--- src/rtl/mm2s_ram_reader.sv ---
// Memory-to-stream reader: fetches a contiguous block of RAM words and emits them
// as one AXI-Stream packet, buffered through a small FIFO so reads never overrun it.
module mm2s_ram_reader #(
  parameter  int AXI_WIDTH      = 128,
  parameter  int AXI_ADDR_WIDTH = 32,
  parameter  int LEN_WIDTH      = 32,
  parameter  int FIFO_DEPTH     = 4,
  localparam int LSB            = $clog2(AXI_WIDTH) - 3
) (
  input  logic                          clk,
  input  logic                          rstn,
  input  logic                          start,
  input  logic [AXI_ADDR_WIDTH-1:0]     base_addr,
  input  logic [LEN_WIDTH-1:0]          num_bytes,
  output logic                          busy,
  output logic                          done,
  output logic                          mm2s_ren,
  output logic [AXI_ADDR_WIDTH-LSB-1:0] mm2s_addr,
  input  logic [AXI_WIDTH-1:0]          mm2s_data,
  output logic [AXI_WIDTH-1:0]          m_axis_tdata,
  output logic                          m_axis_tvalid,
  input  logic                          m_axis_tready,
  output logic                          m_axis_tlast,
  output logic [AXI_WIDTH/8-1:0]        m_axis_tkeep
);

  localparam int BPB = AXI_WIDTH / 8;
  localparam int WAW = AXI_ADDR_WIDTH - LSB;
  localparam int PW  = $clog2(FIFO_DEPTH);
  localparam int CW  = PW + 1;

  typedef enum logic [1:0] {IDLE, READ, DRAIN} state_t;

  state_t               state_q, state_d;
  logic                 busy_q, busy_d;
  logic                 done_q, done_d;
  logic                 ren_q, ren_d;
  logic                 pend_q, pend_d;
  logic                 armed_q, armed_d;
  logic [WAW-1:0]       addr_q, addr_d;
  logic [LEN_WIDTH-1:0] issue_left_q, issue_left_d;
  logic [LEN_WIDTH-1:0] out_left_q, out_left_d;
  logic [BPB-1:0]       keep_last_q, keep_last_d;
  logic [PW-1:0]        wr_ptr_q, wr_ptr_d;
  logic [PW-1:0]        rd_ptr_q, rd_ptr_d;
  logic [CW-1:0]        count_q, count_d;
  logic [AXI_WIDTH-1:0] fifo_mem [FIFO_DEPTH];

  logic [LEN_WIDTH-1:0] rem_bytes;
  logic [LEN_WIDTH-1:0] beats;
  logic [BPB-1:0]       keep_new;
  logic                 pop;
  logic                 space;

  always_comb begin
    rem_bytes = num_bytes & LEN_WIDTH'(BPB - 1);
    beats     = (num_bytes >> LSB) + LEN_WIDTH'(rem_bytes != '0);
    keep_new  = '0;
    for (int i = 0; i < BPB; i++) begin
      keep_new[i] = (rem_bytes == '0) || (LEN_WIDTH'(i) < rem_bytes);
    end
  end

  // A slot is reserved for every read still in the RAM pipeline, so a push can never hit a full FIFO.
  assign space = (int'(count_q) + int'(pend_q) + int'(ren_q)) < FIFO_DEPTH;
  assign pop   = m_axis_tvalid && m_axis_tready;

  always_comb begin
    state_d      = state_q;
    busy_d       = busy_q;
    done_d       = 1'b0;
    ren_d        = 1'b0;
    pend_d       = ren_q;
    armed_d      = 1'b1;
    addr_d       = addr_q;
    issue_left_d = issue_left_q;
    out_left_d   = pop ? out_left_q - LEN_WIDTH'(1) : out_left_q;
    keep_last_d  = keep_last_q;
    wr_ptr_d     = wr_ptr_q + PW'(pend_q);
    rd_ptr_d     = rd_ptr_q + PW'(pop);
    count_d      = count_q + CW'(pend_q) - CW'(pop);

    case (state_q)
      IDLE: begin
        busy_d = 1'b0;
        if (start && armed_q && !busy_q) begin
          busy_d = 1'b1;
          if (num_bytes == '0) begin
            done_d = 1'b1;
          end else begin
            ren_d        = 1'b1;
            addr_d       = WAW'(base_addr >> LSB);
            issue_left_d = beats - LEN_WIDTH'(1);
            out_left_d   = beats;
            keep_last_d  = keep_new;
            state_d      = (beats == LEN_WIDTH'(1)) ? DRAIN : READ;
          end
        end
      end
      READ: begin
        if (space) begin
          ren_d        = 1'b1;
          addr_d       = addr_q + WAW'(1);
          issue_left_d = issue_left_q - LEN_WIDTH'(1);
          if (issue_left_q == LEN_WIDTH'(1)) state_d = DRAIN;
        end
      end
      DRAIN: begin
        if (pop && out_left_q == LEN_WIDTH'(1)) begin
          done_d  = 1'b1;
          busy_d  = 1'b0;
          state_d = IDLE;
        end
      end
      default: state_d = IDLE;
    endcase
  end

  always_ff @(posedge clk or negedge rstn) begin
    if (!rstn) begin
      state_q      <= IDLE;
      busy_q       <= 1'b0;
      done_q       <= 1'b0;
      ren_q        <= 1'b0;
      pend_q       <= 1'b0;
      armed_q      <= 1'b0;
      addr_q       <= '0;
      issue_left_q <= '0;
      out_left_q   <= '0;
      keep_last_q  <= '0;
      wr_ptr_q     <= '0;
      rd_ptr_q     <= '0;
      count_q      <= '0;
    end else begin
      state_q      <= state_d;
      busy_q       <= busy_d;
      done_q       <= done_d;
      ren_q        <= ren_d;
      pend_q       <= pend_d;
      armed_q      <= armed_d;
      addr_q       <= addr_d;
      issue_left_q <= issue_left_d;
      out_left_q   <= out_left_d;
      keep_last_q  <= keep_last_d;
      wr_ptr_q     <= wr_ptr_d;
      rd_ptr_q     <= rd_ptr_d;
      count_q      <= count_d;
    end
  end

  always_ff @(posedge clk) begin
    if (pend_q) fifo_mem[wr_ptr_q] <= mm2s_data;
  end

  assign busy          = busy_q;
  assign done          = done_q;
  assign mm2s_ren      = ren_q;
  assign mm2s_addr     = addr_q;
  assign m_axis_tvalid = (count_q != '0);
  assign m_axis_tdata  = fifo_mem[rd_ptr_q];
  assign m_axis_tlast  = m_axis_tvalid && (out_left_q == LEN_WIDTH'(1));

  always_comb begin
    m_axis_tkeep = '0;
    if (m_axis_tvalid) m_axis_tkeep = m_axis_tlast ? keep_last_q : '1;
  end

endmodule

--- config.mk ---
export PLATFORM = sky130hd
export DESIGN_NAME = mm2s_ram_reader
export DESIGN_NICKNAME = d
export VERILOG_FILES = /design/src/rtl/mm2s_ram_reader.sv
export SDC_FILE = /design/constraint.sdc
export NUM_CORES = 1
export LEC_CHECK = 0
export BUFFER_PORTS_ARGS = -buffer_cell sky130_fd_sc_hd__buf_2
export CAP_MARGIN = 20
export CORE_ASPECT_RATIO = 0.8
export CORE_MARGIN = 1.5
export CORE_UTILIZATION = 58
export CTS_CLUSTER_DIAMETER = 200
export DETAILED_ROUTE_END_ITERATION = 6
export PLACE_DENSITY_LB_ADDON = 0.08
export SLEW_MARGIN = 10
export SYNTH_ARGS = -nofsm -noshare
export SYNTH_HDL_FRONTEND = slang
export SYNTH_SLANG_ARGS = --single-unit
--- constraint.sdc ---
create_clock -name clk -period 13.3 [get_ports clk]
set_input_delay 2.66 -clock clk [delete_from_list [all_inputs] [get_ports clk]]
set_output_delay 2.66 -clock clk [all_outputs]
set_load 0.01 [all_outputs]
=== Yosys cells after proc, flatten, opt, wreduce, memory -nomap -nowiden ===
Memory sizes are Yosys's and may differ from the RTL's.
Cells that the tools add are included.

* Add/sub/neg operators: 11
* Order comparisons: 17
* Equal/unequal tests: 10
* Mux-type cells: 34
* Bitwise logic cells: 1
* Reduce and logical (&&, ||, !) cells: 33

{| class="wikitable"
|+ Operators by type and width
! cell !! count
|-
| two-way mux 32 bit || 7
|-
| two-way mux 28 bit || 3
|-
| equality test 32 x 1 -> 1 bit, second input constant || 2
|-
| logical NOT 32 bit || 2
|-
| one-hot mux 32 bit (2 select lines) || 1
|-
| subtractor 32 x 1 -> 32 bit, second input constant || 2
|-
| one-hot mux 28 bit (2 select lines) || 1
|-
| < comparator 4 bit, first input constant || 8
|-
| two-way mux 16 bit || 2
|-
| nonzero test 32 bit || 1
|-
| subtractor 29 x 1 -> 30 bit, second input constant || 1
|-
| adder 28 x 1 -> 29 bit || 1
|-
| equality test 29 x 1 -> 1 bit, second input constant || 1
|-
| adder 28 x 1 -> 28 bit, second input constant || 1
|-
| logical OR 1 bit || 16
|-
| < comparator 3 x 4 -> 1 bit, first input constant || 4
|-
| two-way mux 2 bit || 6
|-
| two-way mux 1 bit || 10
|-
| != test 2 bit, second input constant || 5
|-
| < comparator 1 x 4 -> 1 bit, first input constant || 2
|-
| < comparator 2 x 4 -> 1 bit, first input constant || 2
|-
| one-hot mux 1 bit (2 select lines) || 3
|-
| one-hot mux 2 bit (3 select lines) || 1
|-
| adder 4 x 1 -> 5 bit || 1
|-
| other kinds (17) || 23
|}

* Register bits: 122
* Memory bits (writable): 512
* Bits of input ports: 196
* Logic and storage cells: 120
* Memories: 1

{| class="wikitable"
|+ Memory list
! memory !! depth !! width !! rd ports !! clocked after memory_dff !! wr ports !! line !! source
|-
| fifo_mem || 4 || 128 || 1 || 0 || 1 || 47 || <nowiki>logic [AXI_WIDTH-1:0] fifo_mem [FIFO_DEPTH];</nowiki>
|}

=== Depth between registers and ports, before layout ===
* Depth after elaboration: 7
* Mapped depth: 15
* Mapped depth without buffers: 12

=== Worst setup path after synthesis ===
OpenSTA, ideal clock, no wires.

* Path kind: register -> register
* From: register pend_q
* To: memory fifo_mem[0][0], enable pin
* Library setup time: 0.798 ns
* Arrival: 9.724 ns
* Data required time: 12.502 ns
* Slack: 2.778 ns
* Cell stages (with the launch flop): 2
* Cell sequence: dfrtp_1 > nor3b_1

* Longest elaborated chain between the ends: 2

{| class="wikitable"
|+ RTL lines
! item !! line !! source
|-
| start, declared || 38 || <nowiki>logic pend_q, pend_d;</nowiki>
|-
| start signal, assigned || 139 || <nowiki>pend_q <= pend_d;</nowiki>
|-
| two-way mux 1 bit || 152 || <nowiki>if (pend_q) fifo_mem[wr_ptr_q] <= mm2s_data;</nowiki>
|-
| two-way mux 1 bit (implied by the code) || 152 ||
|-
| end, declared || 47 ||
|}

Every way passes these cells.

=== Worst setup path in the final report ===
* From: register rd_ptr_q[0]
* To: output m_axis_tdata[5]

* Longest elaborated chain between the ends: 1

{| class="wikitable"
|+ RTL lines
! item !! line !! source
|-
| start, declared || 45 || <nowiki>logic [PW-1:0] rd_ptr_q, rd_ptr_d;</nowiki>
|-
| start signal, assigned || 146 || <nowiki>rd_ptr_q <= rd_ptr_d;</nowiki>
|-
| memory read (4 x 128 bit) || - ||
|-
| end, declared || 20 || <nowiki>output logic [AXI_WIDTH-1:0] m_axis_tdata,</nowiki>
|}

Every way passes these cells.

==> results.json <==
{
  "initial_antenna_violation_count": 13,
  "sequentialPowerShare_pct": 44.4,
  "drt_iter0_drc": 1234,
  "hold_viol": 0,
  "routabilityCongestion": 0.9091,
  "power_frac_comb_pct": 29.9,
  "cts_htree_levels": 2,
  "syn2layout_area_growth_pct": 16.24,
  "hold_buffers": 0,
  "synth_seq_cells": 634,
  "timing.fmax_ghz": 0.1469,
  "max_slew_margin_pct": 27.74,
  "cp-start-kind": "flip-flop",
  "detailed_place_hpwl_mm": 39.03,
  "swShare_pct": 31.78,
  "first_pass_grt_wire_length_mm": 94.49,
  "cts_tree": "yes",
  "clockBufferDepth": 3,
  "dieArea_sq_um": 47630,
  "grt_setup_unrepaired": "no",
  "number_of_rows_created_at_floorplan": 70,
  "synth-async-reset-ratio_pct": 19.24,
  "status": "complete, no violations",
  "summed_instance_area_of_the_synthesized_netlist_sq_um": 26870,
  "pwr_density_cell_nw_per_um2": 211.6,
  "total_switching_power_mw": 2.100,
  "synth_warnings": 0,
  "grt_pass1_vias": 16170,
  "worst_ir_drop_vdd_mv": 0.1458,
  "wirelength_mm": 61.73,
  "worstRegToRegCells": 9,
  "chipWidth_um": 243.6,
  "viasPerCell": 5.991,
  "cts.repair_timing.setup_buffer_count": 0,
  "clock_latency_ns": 0.60,
  "drtAntennaViolNets": 0,
  "internal_power_mw": 4.508,
  "clkSlewWorstSetupHoldPaths_ns": 0.06,
  "p_leak_nw": 11.26,
  "edff_count_synth": 512,
  "postSynthCellCount": 1715,
  "maxSlewViolCount": 0,
  "min_delay_path_depth": 0,
  "initial_core_util_pct": 58.76,
  "core_area_sq_um": 45720,
  "timing.max_cap.violations": 0,
  "grt_max_degree": 77,
  "yosys.cell_types.count": 77,
  "cts_made_buffers": 59,
  "hold-worst-slack_ns": 0.4457,
  "chipHeight_um": 195.5,
  "io_port_bufs": 368,
  "synth.yosys.seq_area_share_pct": 68.59,
  "worst-path-max-fanout": 47,
  "final_layout_size_suffix_gt1_share_pct": 30.33,
  "num_io_pins": 373,
  "setup_viol_count_final": 0,
  "total_power_mw": 6.608,
  "critPathArrivalTime_ns": 4.15,
  "remaining_drc_errors": 0,
  "synth_fp_nets": 1928,
  "clkPwrFrac_pct": 25.7,
  "min_path_type": "reg2reg",
  "dominantRegCellSynth": "edfxtp_1",
  "postSynthAreaPerCell_sq_um": 15.67,
  "worst_clk_skew_ns": 0.01122,
  "final_min_period_over_clock_period_pct": 51.17,
  "fin_crit_ns": 6.806,
  "wl_per_cell_um": 22.63,
  "post_cts_resize_count": 0,
  "overall_routing_resource_usage_pct": 25.92,
  "vias": 16340,
  "endpoint_kind": "output port",
  "worst-setup-path-type": "reg2out",
  "detailedRoute.firstPassIterationCount": 5,
  "tightestPinTransition_ns": 1.084,
  "final.setup.tns_ns": 0,
  "worst_ep_required_time_ns": 10.64,
  "grt-ovfl-total": 0,
  "cts.sink_count": 634,
  "finalNetCount": 2275,
  "cts_root_buf": "clkbuf_16"
}
-- cells in the final DEF, fill, tap and decap left out, types with 26 or more instances in the layout --
cell       count
edfxtp_1     512
buf_2        367
mux4_2       128
dfrtp_1      120
nand2_1      110
o21ai_0      101
a21oi_1       83
nor2_1        80
clkbuf_16     59
nor3_1        53
xnor2_1       45
xor2_1        43
nand3_1       38
nor4_1        26
-- layer usage --
layer | up-vias | GRT usage (%) | routed length [um]
met4 | 10 | 6.196 | 990
li1 | 7427 | - | -
met1 | 8255 | 36.81 | 26270
met3 | 79 | 6.597 | 4910
met5 | - | 0 | 56
met2 | 572 | 40.84 | 29510
-- cell type report --
class / count / area [sq um]
Fill cell: 3191 / 14490
Clock inverter: 31 / 390.4
Multi-Input combinational cell: 957 / 7973
Clock buffer: 75 / 1546
Sequential cell: 634 / 18440
Tap cell: 612 / 765.7
Inverter: 22 / 82.58
Antenna cell: 9 / 22.52
Timing Repair Buffer: 388 / 2014
-- cell usage after synthesis (17+ instances only) --
| library cell | number | share of area, % |
|---|---|---|
| dfrtp_1 | 122 | 11 |
| o21ai_0 | 101 | 1.9 |
| clkbuf_1 | 65 | 0.91 |
| nand4_1 | 22 | 0.51 |
| o21a_1 | 17 | 0.48 |
| xnor2_1 | 45 | 1.5 |
| a21oi_1 | 83 | 1.5 |
| edfxtp_1 | 512 | 57 |
| nor4_1 | 26 | 0.61 |
| buf_1 | 23 | 0.32 |
| nand3_1 | 38 | 0.71 |
| mux4_2 | 128 | 11 |
| nand2_1 | 110 | 1.5 |
| o22ai_1 | 17 | 0.40 |
| nor2_1 | 82 | 1.1 |
| xor2_1 | 43 | 1.4 |
| nor3_1 | 53 | 0.99 |
| inv_1 | 21 | 0.29 |
-- power by group through the flow --
stage / Sequential, mW / Combinational [mW] / Clock (mW)
after CTS: 2.94 / 2.00 / 1.73
final: 2.93 / 1.98 / 1.70
after floorplan: 2.92 / 1.32 / 0
after global placement: 2.94 / 1.98 / 0
after global routing: 2.98 / 2.13 / 1.80
after detailed placement: 2.97 / 1.99 / 0
-- registers in the layout, summed over array words and instances, names as in the netlist --
| name | count |
|---|---|
| armed_q | 1 |
| busy | 1 |
| count_q | 3 |
| done | 1 |
| fifo_mem | 512 |
| issue_left_q | 32 |
| keep_last_q | 16 |
| mm2s_addr | 28 |
| mm2s_ren | 1 |
| out_left_q | 32 |
| pend_q | 1 |
| rd_ptr_q | 2 |
| state_q | 2 |
| wr_ptr_q | 2 |
-- path summary, 6_finish.rpt --
| path | startpoint | endpoint | slack, ns |
|---|---|---|---|
| min reg2reg | mm2s_ren$_DFF_PN0_ | pend_q$_DFF_PN0_ | 0.45 |
| max in group asynchronous | rstn | keep_last_q[14]$_DFFE_PN0P_ | 9.68 |
| min in group asynchronous | rstn | mm2s_addr[11]$_DFFE_PN0P_ | 1.93 |
| max | rd_ptr_q[0]$_DFF_PN0_ | m_axis_tdata[5] | 6.49 |
| min | mm2s_ren$_DFF_PN0_ | pend_q$_DFF_PN0_ | 0.45 |
| max reg2reg | state_q[1]$_DFFE_PN0P_ | issue_left_q[25]$_DFFE_PN0P_ | 9.95 |
-- cell families after synthesis --
family	synth area share [%]
and+or+nand+nor	8.490
AOI/OAI and AO/OA	6.418
buffers and inverters	1.877
xor gates and xnor gates	2.869
muxes	10.92
adders and majority gates	0.8197
DFF	68.59
other	0.01396
-- critical path: stages (launching register included) --
cell     delay [ns]
dfrtp_4        1.01
buf_4          0.87
buf_4          0.76
mux4_2         0.61
buf_2          0.17
-- per-stage QoR --
step	cell area (sq um)	util [%]	std cells	setup slack (ns)
4_1_cts	31190	68.22	2718	6.280
5_1_grt	31210	68.28	2722	6.059
6_report	31230	68.31	2728	6.494
3_3_place_gp	29240	63.95	2611	6.385
3_5_place_dp	29250	63.98	2612	6.353
2_1_floorplan	26870	-	1715	2.778
No activity file was read; power rests on OpenSTA's default activity.
